[config.mk]
export PLATFORM = sky130hd
export DESIGN_NAME = exmem_memwb_pipe
export DESIGN_NICKNAME = d
export VERILOG_FILES = /design/src/rtl/pipe_pkg.sv /design/src/rtl/pipe_reg.sv /design/src/rtl/exmem_memwb_pipe.sv
export SDC_FILE = /design/constraint.sdc
export NUM_CORES = 1
export LEC_CHECK = 0
export ABC_AREA = 1
export CAP_MARGIN = 40
export CELL_PAD_IN_SITES_DETAIL_PLACEMENT = 2
export CELL_PAD_IN_SITES_GLOBAL_PLACEMENT = 2
export CORE_UTILIZATION = 24
export CTS_BUF_LIST = sky130_fd_sc_hd__clkbuf_8
export CTS_CLUSTER_SIZE = 10
export DETAILED_ROUTE_END_ITERATION = 12
export GPL_TIMING_DRIVEN = 0
export PLACE_DENSITY = 0.8
export SLEW_MARGIN = 15
export SYNTH_ARGS = -nofsm -noshare
export SYNTH_HDL_FRONTEND = slang
export SYNTH_SLANG_ARGS = --single-unit
[constraint.sdc]
create_clock -name clk_i -period 5.7 [get_ports clk_i]
set_input_delay 1.71 -clock clk_i [delete_from_list [all_inputs] [get_ports clk_i]]
set_output_delay 1.71 -clock clk_i [all_outputs]
set_load 0.03 [all_outputs]
[src/rtl/pipe_pkg.sv]
// Shared field indices, bubble encodings and MEM-stage FSM states for the
// EX/MEM and MEM/WB pipeline registers.
package pipe_pkg;
  localparam int WB_REGWRITE = 1;
  localparam int WB_MEMTOREG = 0;
  localparam int M_MEMREAD   = 1;
  localparam int M_MEMWRITE  = 0;

  localparam logic [1:0] WB_BUBBLE = 2'b00;
  localparam logic [1:0] M_BUBBLE  = 2'b00;

  typedef enum logic {
    IDLE   = 1'b0,
    ACCESS = 1'b1
  } mem_state_e;
endpackage

[src/rtl/pipe_reg.sv]
// Generic pipeline register: async reset, hold when en=0, synchronous clear
// (bubble insert) taking priority over load.
module pipe_reg #(
  parameter int W = 8
) (
  input  logic         clk_i,
  input  logic         rst_i,
  input  logic         en_i,
  input  logic         clr_i,
  input  logic [W-1:0] d_i,
  output logic [W-1:0] q_o
);
  always_ff @(posedge clk_i or posedge rst_i) begin
    if (rst_i)      q_o <= '0;
    else if (clr_i) q_o <= '0;
    else if (en_i)  q_o <= d_i;
  end
endmodule

[src/rtl/exmem_memwb_pipe.sv]
// EX/MEM and MEM/WB pipeline registers with MEM-stage data-memory handshake;
// stalls the front of the pipe until an outstanding access is acknowledged.
module exmem_memwb_pipe
  import pipe_pkg::*;
#(
  parameter int DW    = 32,
  parameter int AW    = 5,
  parameter int CNT_W = 16
) (
  input  logic             clk_i,
  input  logic             rst_i,
  input  logic             ex_valid_i,
  input  logic [1:0]       ex_wb_i,
  input  logic [1:0]       ex_m_i,
  input  logic [DW-1:0]    ex_aluresult_i,
  input  logic [DW-1:0]    ex_rtdata_i,
  input  logic [AW-1:0]    ex_writeaddr_i,
  input  logic             mem_ack_i,
  input  logic [DW-1:0]    mem_rdata_i,
  output logic [DW-1:0]    dmem_addr_o,
  output logic [DW-1:0]    dmem_wdata_o,
  output logic             dmem_read_o,
  output logic             dmem_write_o,
  output logic [AW-1:0]    exmem_writeaddr_o,
  output logic [1:0]       exmem_wb_o,
  output logic [DW-1:0]    exmem_aluresult_o,
  output logic [AW-1:0]    memwb_writeaddr_o,
  output logic             memwb_regwrite_o,
  output logic [DW-1:0]    memwb_data_o,
  output logic             stall_o,
  output logic [CNT_W-1:0] stall_cnt_o
);
  typedef struct packed {
    logic [1:0]    wb;
    logic [1:0]    m;
    logic [DW-1:0] alu;
    logic [DW-1:0] rt;
    logic [AW-1:0] wa;
  } exmem_t;

  typedef struct packed {
    logic          regwrite;
    logic [AW-1:0] wa;
    logic [DW-1:0] data;
  } memwb_t;

  exmem_t     exmem_d, exmem_q;
  memwb_t     memwb_d, memwb_q;
  mem_state_e state_q, state_d;
  logic       stall, adv;

  always_comb begin
    stall   = (state_q == ACCESS) && !mem_ack_i;
    adv     = !stall;
    state_d = state_q;
    if (adv)
      state_d = (ex_valid_i && (ex_m_i != M_BUBBLE)) ? ACCESS : IDLE;
  end

  always_ff @(posedge clk_i or posedge rst_i) begin
    if (rst_i) state_q <= IDLE;
    else       state_q <= state_d;
  end

  assign exmem_d = '{wb: ex_wb_i, m: ex_m_i, alu: ex_aluresult_i,
                     rt: ex_rtdata_i, wa: ex_writeaddr_i};

  // A non-valid EX slot is loaded as an all-zero bubble, but only on advance.
  pipe_reg #(.W($bits(exmem_t))) u_exmem (
    .clk_i (clk_i),
    .rst_i (rst_i),
    .en_i  (adv),
    .clr_i (adv && !ex_valid_i),
    .d_i   (exmem_d),
    .q_o   (exmem_q)
  );

  assign memwb_d = '{regwrite: exmem_q.wb[WB_REGWRITE], wa: exmem_q.wa,
                     data: exmem_q.wb[WB_MEMTOREG] ? mem_rdata_i : exmem_q.alu};

  pipe_reg #(.W($bits(memwb_t))) u_memwb (
    .clk_i (clk_i),
    .rst_i (rst_i),
    .en_i  (1'b1),
    .clr_i (stall),
    .d_i   (memwb_d),
    .q_o   (memwb_q)
  );

  always_ff @(posedge clk_i or posedge rst_i) begin
    if (rst_i)                           stall_cnt_o <= '0;
    else if (stall && stall_cnt_o != '1) stall_cnt_o <= stall_cnt_o + CNT_W'(1);
  end

  assign dmem_addr_o       = exmem_q.alu;
  assign dmem_wdata_o      = exmem_q.rt;
  assign dmem_read_o       = (state_q == ACCESS) && exmem_q.m[M_MEMREAD];
  assign dmem_write_o      = (state_q == ACCESS) && exmem_q.m[M_MEMWRITE];
  assign exmem_writeaddr_o = exmem_q.wa;
  assign exmem_wb_o        = exmem_q.wb;
  assign exmem_aluresult_o = exmem_q.alu;
  assign memwb_writeaddr_o = memwb_q.wa;
  assign memwb_regwrite_o  = memwb_q.regwrite;
  assign memwb_data_o      = memwb_q.data;
  assign stall_o           = stall;
endmodule

Yosys cells after proc, flatten, opt, wreduce, memory -nomap -nowiden
Index checks and enable logic that the tools add are counted.

Output and inout port bits: 160. Word-level logic and storage cells: 22. Flip-flop bits (word level): 128.

Equal/unequal tests: 2. Muxes and demuxes: 5. Add/subtract/negate cells: 1. Reductions and logical operators: 10.

Operators by type and width (number): $mux W73 (2); $mux W38 (1); $mux W32 (1); $add A16 B1 Y16 const B (1); $ne A16 B16 Y1 const B (1); $logic_and A1 B1 Y1 (6); $logic_not A1 Y1 (3); $ne A2 B1 Y1 const B (1); $reduce_bool A2 Y1 (1); $mux W1 (1).

Logic depth before layout (Yosys ltp)
Gate-level depths: netlist of the first run.

Word-level depth: 5. Depth in mapped cells: 9. Gate-level depth less buffers: 9.

Modules after synthesis
From an unflattened synthesis of the first run, not the netlist that was laid out.

Cells, all modules: 721. Area, all modules: 6200.9 um2.

Modules (own cells, without submodules): pipe_reg (u_exmem) (times used 1, seq. area each 1826.8 um2, cells each 317, area an instance 2915.3 um2); exmem_memwb_pipe (times used 1, seq. area each 425.4 um2, cells each 237, area an instance 1762.9 um2); pipe_reg (u_memwb) (times used 1, seq. area each 950.9 um2, cells each 167, area an instance 1522.7 um2).

Least setup slack after synthesis of the first run
No wires, ideal clock.

Kind: input -> output. Start: input mem_ack_i. End: output stall_o. Buffers on the path: 2. Stages: 5. Data arrival time: 2.406 ns. Required time: 3.990 ns. Slack: 1.584 ns. Cells stage by stage: inv_1 nand2_1 inv_1 buf_2 buf_2.

Word-level cells in the longest chain between the ends: 2.

Ends and longest elaborated chain: from (decl) (line exmem_memwb_pipe.sv:18) `input logic mem_ack_i,`; $logic_not A1 Y1 (line exmem_memwb_pipe.sv:53) `stall = (state_q == ACCESS) && !mem_ack_i;`; $logic_and A1 B1 Y1 (line exmem_memwb_pipe.sv:53); to (decl) (line exmem_memwb_pipe.sv:30) `output logic stall_o,`.

No other way between the ends.

Final worst setup path of the first run
Same ends and word-level chain as after synthesis.

==> results.cfg, run 1 <==
[cells_and_area]
drive_above_1_share_pct = 15.5
stdcell_count = 1361
syn_to_final_growth_pct = 58.6
fin_nets = 1129
seqCellArea_um2 = 3200
multi_input_area_um2 = 1880
num-fill-cells = 2838

[clock_tree]
cts_tree = done
htreeDepth = 4
cts_num_sinks = 128
clk_path_buf_depth = 2
path_clk_slew_ns = 0.08
cts-root-buf = clkbuf_8
insertion_delay_ns = 0.44
cts_made_buffers = 17

[worst_setup_path]
worst-endpoint-required_ns = 3.99
crit_arrival_ns = 3.70
max_stage_delay_ns = 0.45
end_kind = output pin
startpoint_type = input pin
slowest_stage = dlygate4sd2_1
crit_type = input pin to output pin
reg2regPathDepth = 8
worstPathMaxFanout = 10
path_cells = clkdlybuf4s50_1, inv_1, nand2_1, inv_1, buf_2, buf_2, dlygate4sd2_1

[sta]
setup_viol = 0
drv_slew = 0
tightest_slew_ns = 0.657
fin_skew_ns = 0.0147
fin_ws_ns = 0.290
slew_headroom_pct = 56.2
rsz0062_at_grt = false
fin_crit_sh_pct = 94.9
period_minus_slack_ns = 5.41
timing.fmax_mhz = 185
finalHoldViolations = 0
hold_ws_ns = 0.487

[yosys]
syn_inst = 732
synth.avg_cell_area_um2 = 8.38
syn_area_um2 = 6130
synth_cell_types = 22
ys_seq_area_share_pct = 52.2
synth_nets = 842
ys_seq_elements = 128
yosysWarnings = 0

[global_routing]
grt_max_degree = 66
grt-ovfl-total = 0
track_usage_pct = 18.0
grt_pass1_wl_mm = 36.2
grt_pass1_vias = 6515
grt_antenna_before_repair = 1

[min_path]
hold_class = flop to flop
hold-path-cell-count = 2

[placement]
portBuffers = 267
hpwl_mm = 17.6
gp_congestion = 0.778
post-place-ws_ns = -0.143
dp.cells = 1330

[floorplan]
core_um2 = 25100
die_width_um = 162
die_h_um = 162
ios = 269
start_util_pct = 24.4
die_area_um2 = 26200
rows = 58

[detailed_routing]
ant_nets = 0
drtIter0Drc = 165
firstDrtPassIters = 4
vias = 5876
viasPerCell = 4.32
wl_per_cell_um = 17.2
drc = 0
drt-total-wl_mm = 23.3

[pwr]
peakVddDrop_mv = 0.151
leakagePower_nw = 4.58
powerDensity_nw_per_um2 = 299

[run]
maxCapViolCount = 0

[outcome]
status = complete, no violations
==> flip-flops by register name (all words and copies together), names as in the netlist <==
name,flops
stall_cnt_o,16
u_exmem.q_o,73
state_q,1
u_memwb.q_o,38
==> logic make-up after synthesis <==
logic type | after synthesis | synth area share [%]
compound gates | 44 | 3.63
xor+xnor | 7 | 1.00
fa+ha+maj | 1 | 0.204
buf+inv | 167 | 17.1
flops | 128 | 52.2
simple gates | 385 | 25.9
==> cells in the mapped netlist, drive strengths merged <==
cell type  count  share of area [%]
inv           27                1.7
xnor2          6               0.86
buf          122                 14
nand3         79                6.4
nand2        276                 17
nor2          24                1.7
xor2           1               0.14
dfrtp        128                 52
o21ai         11               0.90
a21oi         32                2.6
nand4          6               0.71
ha             1               0.20
o21a           1               0.12
clkbuf        18                1.1
==> worst max-delay path, delay by kind of cell <==
family,cells,cell delay [ns]
buffers and inverters,6,1.71
and+or+nand+nor,1,0.27
==> layout by cell type, fill, tap and decap left out <==
cell type and instances:
a21oi_1 32, buf_1 3, buf_16 1, buf_2 14
buf_4 103, buf_6 2, bufinv_16 6, clkbuf_1 18
clkbuf_8 17, clkdlybuf4s50_1 266, clkinv_2 1, clkinv_4 5
dfrtp_1 128, diode_2 1, dlygate4sd2_1 1, ha_1 1
inv_1 25, inv_2 1, inv_6 1, inv_8 1
nand2_1 273, nand2_2 3, nand3_1 79, nand4_1 5
nand4_2 1, nor2_1 20, nor2_2 3, nor2_4 1
o21a_1 1, o21ai_0 11, xnor2_1 6, xor2_1 1
==> cell type report <==
| type | count | area share (%) |
|---|---|---|
| Sequential cell | 128 | 32.9 |
| Timing Repair Buffer | 268 | 27.7 |
| Multi-Input combinational cell | 437 | 19.4 |
| Buffer | 140 | 9.71 |
| Tap cell | 330 | 4.24 |
| Clock inverter | 13 | 2.44 |
| Clock buffer | 17 | 2.41 |
| Inverter | 27 | 1.12 |
| Antenna cell | 1 | 0.0257 |
==> path summary, 6_finish.rpt <==
path	from	end	slack [ns]
setup / recovery	mem_ack_i	stall_o	0.29
hold / removal	u_exmem.q_o[25]	u_exmem.q_o[25]	0.49
setup reg to reg	stall_cnt_o[0]	stall_cnt_o[3]	3.87
hold reg to reg	u_exmem.q_o[25]	u_exmem.q_o[25]	0.49
max in group asynchronous	rst_i	u_memwb.q_o[34]	3.27
min in group asynchronous	rst_i	u_exmem.q_o[43]	1.72
==> repair_timing <==
action                                  4_1_cts  5_1_grt
hold buffers                                  0        0
buffers inserted                              0        0
gates resized for setup                       1        0
endpoints found under the setup margin        1        0
==> where the power goes <==
group	internal [mW]	switching, mW
clock network	0.564	0.397
registers	0.997	0.0791
logic	0.394	0.477
total	1.96	0.953
==> metrics by stage <==
| step | power, mW | util, % | setup TNS, ns | instance area, um^2 |
|---|---|---|---|---|
| finish | 2.91 | 38.7 | 0 | 9730 |
| global route | 3.05 | 38.7 | 0 | 9730 |
| CTS | 2.96 | 38.7 | 0 | 9720 |
| detailed placement | 1.98 | 36.9 | -0.143 | 9250 |
| global placement | 1.95 | 36.7 | -238.53 | 9220 |
| floorplan | 1.57 | - | 0 | 6130 |
==> routing by layer <==
metal	global-route usage (%)	share of wire, %
met1	21.2	41
met2	31.4	50
met3	5.29	6.1
met4	5.75	2.0
met5	0	0
(Power assumes the default switching activity.)
==> run 2: changes to the inputs <==
- PLACE_DENSITY: 0.8 -> 0.83
==> run 2 against run 1 <==
  * Hold slack gained 0.0030 ns
  * Power is 2.1% lower
  * Sequential cell count did not move
  * Via count increased by 1.2%
  * Critical path depth unchanged
  * Setup slack got worse by 0.14 ns
  * Clock-buffer cell count rose by 1
  * Die area is the same
  * Sequential share of layout area up 0.085 points
  * Utilization fell by 0.10 points
  * Critical endpoint unchanged
  * Highest routed layer unchanged
==> results.cfg, run 2 (synthesized netlist as in run 1, its figures left out) <==
[worst_setup_path]
r2r-end = stall_cnt_o[8]
cpLargestDelayFamily = buffers and inverters
crit_arrival_ns = 3.84
path_cells = clkdlybuf4s50_1, inv_1, nand2_2, inv_1, buf_2, buf_4, clkdlybuf4s50_1
reg2regPathDepth = 8
crit_path_start = mem_ack_i
r2r_start = stall_cnt_o[0]
crit_type = input pin to output pin
max_stage_delay_ns = 0.72
r2r_slack_ns = 3.87
end_kind = output pin
worstPathMaxFanout = 10
startpoint_type = input pin
slowest_stage = clkdlybuf4s50_1
crit_buf_inv = 6
endpoint = stall_o
worst-endpoint-required_ns = 3.99
cp.depth = 7

[sta]
tightest_slew_ns = 0.756
fin_crit_sh_pct = 97.4
finalHoldViolations = 0
setup_viol = 0
rsz0062_at_grt = false
fin_skew_ns = 0.0147
timing.fmax_mhz = 180
drv_slew = 0
slew_headroom_pct = 49.6
period_minus_slack_ns = 5.55

[cells_and_area]
syn_to_final_growth_pct = 58.2
stdcell_count = 1364
fin_nets = 1129
regMostFlops = u_exmem.q_o
reg_top3 = u_exmem.q_o: 73 flops, u_memwb.q_o: 38 flops, stall_cnt_o: 16 flops
final_cell_mix = nand2_1, clkdlybuf4s50_1, dfrtp_1, buf_4, nand3_1
largest_reg_flops = 73
layout_commonest_cell = nand2_1
drive_above_1_share_pct = 15.6

[outcome]
status = complete, no violations

[clock_tree]
cts_setup_buffers = 0
path_clk_slew_ns = 0.07
insertion_delay_ns = 0.44
cts_num_sinks = 128
clk_path_buf_depth = 2
cts_tree = done
cts-root-buf = clkbuf_8
cts_made_buffers = 17
hold_buffers = 0
htreeDepth = 4

[floorplan]
die_area_um2 = 26200
start_util_pct = 24.4
die_width_um = 162
core_um2 = 25100
ios = 269
rows = 58
die_h_um = 162

[pwr]
p_total_mw = 2.85
p_clk_share_pct = 31.4
switching_power_mw = 0.967
comb_power_share_pct = 30.7
powerDensity_nw_per_um2 = 293
leakagePower_nw = 4.56
switching_share_pct = 34.0
p_int_mw = 1.88
peakVddDrop_mv = 0.0954
power_frac_seq_pct = 37.9

[global_routing]
grt-ovfl-total = 0
grt_pass1_vias = 6406
grt_max_degree = 70
grt_pass1_wl_mm = 37.2
grt_antenna_before_repair = 2
track_usage_pct = 18.9

[detailed_routing]
drt-total-wl_mm = 24.2
ant_nets = 0
wl_per_cell_um = 17.8
firstDrtPassIters = 5
viasPerCell = 4.36
vias = 5949
drtIter0Drc = 195
drc = 0

[placement]
dp.cells = 1330
hpwl_mm = 18.3
gp_congestion = 0.780
portBuffers = 267

[run]
maxCapViolCount = 0

[min_path]
hold_class = flop to flop
[run 2: power groups by stage]
| stage | sequential (mW) | clock (mW) | combinational [mW] |
|---|---|---|---|
| 2_1_floorplan | 1.16 | 0 | 0.408 |
| 3_3_place_gp | 1.10 | 0 | 0.856 |
| 3_5_place_dp | 1.10 | 0 | 0.883 |
| 4_1_cts | 1.08 | 0.925 | 0.889 |
| 5_1_grt | 1.09 | 0.959 | 0.929 |
| 6_report | 1.08 | 0.894 | 0.874 |
[run 2: worst min-delay path by stage]
stage / startpoint / to / slack [ns] / cells after the start
after floorplan: u_exmem.q_o[10] / u_exmem.q_o[10] / 0.45 / 2
after global placement: u_exmem.q_o[34] / u_exmem.q_o[34] / 0.46 / 2
after detailed placement: u_exmem.q_o[6] / u_exmem.q_o[6] / 0.47 / 2
after CTS: u_exmem.q_o[31] / u_exmem.q_o[31] / 0.50 / 2
after global routing: u_exmem.q_o[17] / u_exmem.q_o[17] / 0.52 / 2
final: u_exmem.q_o[31] / u_exmem.q_o[31] / 0.49 / 2
[run 2: metrics by stage]
stage	area, um^2	hold slack, ns	setup slack [ns]	TNS (ns)	utilization (%)
2_1_floorplan	6130	0.450	0.577	0	-
3_3_place_gp	9220	0.464	-1.68	-213.99	36.7
3_5_place_dp	9250	0.471	-0.271	-0.271	36.9
4_1_cts	9700	0.495	0.0535	0	38.6
5_1_grt	9700	0.522	0.00988	0	38.6
6_report	9700	0.490	0.149	0	38.6
[run 2: what timing repair did]
| item | in CTS | in global routing |
|---|---|---|
| setup endpoints to repair | 1 | 0 |
| hold endpoints to repair | 0 | 0 |
| resized for setup | 2 | 0 |
[run 2: per-layer routing]
layer	up-vias	global-route usage [%]	share of wire [%]
met5	-	0	0
met4	0	7.46	2.6
met3	36	4.65	5.6
met2	193	33.2	51
met1	2948	22.1	41
li1	2772	-	-
[run 2: cell type report]
| class | count | area (um^2) |
|---|---|---|
| Fill cell | 2811 | 15400 |
| Clock buffer | 18 | 248 |
| Timing Repair Buffer | 268 | 2700 |
| Antenna cell | 2 | 5.00 |
| Multi-Input combinational cell | 437 | 1890 |
| Inverter | 27 | 109 |
| Tap cell | 330 | 413 |
| Clock inverter | 14 | 190 |
| Sequential cell | 128 | 3200 |
| Buffer | 140 | 947 |
[run 2: worst register-to-register path, cell delays in order (launching register included)]
cell     delay (ns)
dfrtp_1        0.48
ha_1           0.35
inv_2          0.09
nor2_4         0.17
nand2_2        0.10
o21a_1         0.25
buf_6          0.16
nand2_1        0.06
nand2_1        0.05
==> edit: new RTL, settings of run 2 <==
The parameter `CNT_W` goes from 16 to 32.
--- a/src/rtl/exmem_memwb_pipe.sv
+++ b/src/rtl/exmem_memwb_pipe.sv
@@ -5,7 +5,7 @@
 #(
   parameter int DW    = 32,
   parameter int AW    = 5,
-  parameter int CNT_W = 16
+  parameter int CNT_W = 32
 ) (
   input  logic             clk_i,
   input  logic             rst_i,
Interface: changed (resized stall_cnt_o); port bits go from 269 to 285. The function was not compared with the original's and may differ.
==> edit against run 2 <==
  * Routed wire length increased by 25%
  * Worst hold slack improved by 0.012 ns
  * Synthesized area increased by 19%
  * Die area increased by 19%
  * Power increased by 0.55%
  * Critical path depth decreased by 1
  * Synthesized cell count increased by 27%
  * Cell area increased by 14%
  * Clock power decreased by 12%
  * Sequential cell count increased by 16
  * Worst setup slack improved by 0.42 ns
  * Largest power group unchanged
==> edit: results (changes against run 2) <==
Worst-Skew Late Latency=0.46 ns (+0.02 ns); Metal-1 WL=11410 um (+14%); All-Layer GR Usage=0.1996 (+0.01041); initial antenna violation count=5 (+3); final WL=30370 um (+25%); PortBufs=283 (+6.0%); Post-Syn Nets=1042 (+24%); GP Congestion=0.7814 (+0.17%); outcome=finished, final reports clean; met2 WL post-DR=15870 um (+30%); final hold slack=0.5019 ns (+0.01180 ns); Post-DP HPWL=23790 um (+30%); DR top layer=met5; largest registers=u_exmem.q_o (73), u_memwb.q_o (38), stall_cnt_o (32); layout cells sized above 1=0.1282 (-0.02780); Static Leak=4.966 nW (+8.8%); Final nets=1345 (+19%); drt initial violations=253 (+30%); Reg clk slew, reported paths=0.09 ns (+0.02 ns); top post-synthesis cells by area=dfrtp_1 49%, nand2_1 20%, buf_4 11%; Arrival @ worst endpoint=3.42 ns (-0.42 ns); global-route wire length before repair=46520 um (+25%); VDD IR max=0.0001473 V (+54%); Cells after DPL=1606 (+21%); switch share=0.3656 (+0.02603); vias in the first global route=8095 (+26%); clock skew=0.02735 ns (+0.01261 ns); largest net degree at the start of global routing=97 (+39%); sequential area share after synthesis=0.4933 (-0.02892); library cells used by synthesis=24 (+9.1%); Avg Cell Area, Syn=7.837 um^2 (-6.5%); r2r setup slk=3.68 ns (-0.19 ns); met3 wire len=2378 um (+75%); vias=7264 (+22%); Avg Vias per Cell=4.427 (+1.5%); Slew @ Worst Pin=0.5881 ns (-0.1680 ns); Worst Hold Class=reg -> reg
[edit: critical path, stage by stage]
cell and delay, ns:
clkdlybuf4s50_1 0.40, nor2_1 0.13, clkbuf_4 0.28, buf_2 0.27, buf_2 0.29, dlymetal6s2s_1 0.33
[edit: metal layers]
metal | global-route usage | vias up
met1 | 0.2096 | 3611
met4 | 0.06106 | 8
li1 | - | 3398
met3 | 0.07537 | 40
met5 | 0 | -
met2 | 0.3658 | 207
[edit: final timing paths]
path                              endpoint       startpoint
max                                stall_o        mem_ack_i
max reg2reg                stall_cnt_o[10]   stall_cnt_o[0]
max in group asynchronous  u_exmem.q_o[69]            rst_i
min                        u_exmem.q_o[34]  u_exmem.q_o[34]
min in group asynchronous  u_memwb.q_o[26]            rst_i
min reg2reg                u_exmem.q_o[34]  u_exmem.q_o[34]
[edit: stage by stage]
stage               area (um^2)  setup slack, ns
finish                    11030           0.5657
floorplan                  7305           0.1237
global placement          10630           -2.531
CTS                       11020          0.02984
global route              11030           0.3795
detailed placement        10660          0.03036
[edit: logic make-up (layout without fill, tap and decap cells)]
kind of cell | count (synthesis) | after routing | share of synthesized area
AND/OR/NAND/NOR | 481 | 481 | 0.2592
other | 0 | 3 | 0
adder cells (fa/ha/maj) | 1 | 1 | 0.001713
flip-flops | 144 | 144 | 0.4933
XOR/XNOR | 13 | 13 | 0.01559
buffers and inverters | 182 | 498 | 0.1542
AO/OA/AOI/OAI | 111 | 111 | 0.07605
[edit: power groups by stage]
stage	combinational [mW]	clock [mW]	sequential, mW
finish	0.883	0.790	1.19
global route	0.940	0.861	1.20
CTS	0.898	0.821	1.19
detailed placement	0.892	0	1.21
global placement	0.868	0	1.21
floorplan	0.413	0	1.27
[edit: timing repair]
item | CTS | global route
buffers inserted | 0 | 0
hold buffers | 0 | 0
setup endpoints to repair | 0 | 1
resized for setup | 0 | 2
[edit: layout make-up]
class | instances | area (um^2)
clock inverters | 15 | 126.4
plain buffers | 143 | 977.2
inverters | 39 | 158.9
fillers | 3410 | 18760
multi-input cells | 606 | 2575
well taps | 390 | 488.0
clock buffers | 17 | 234.0
flip-flops and latches | 144 | 3603
repair buffers | 284 | 2863
diodes | 3 | 7.507
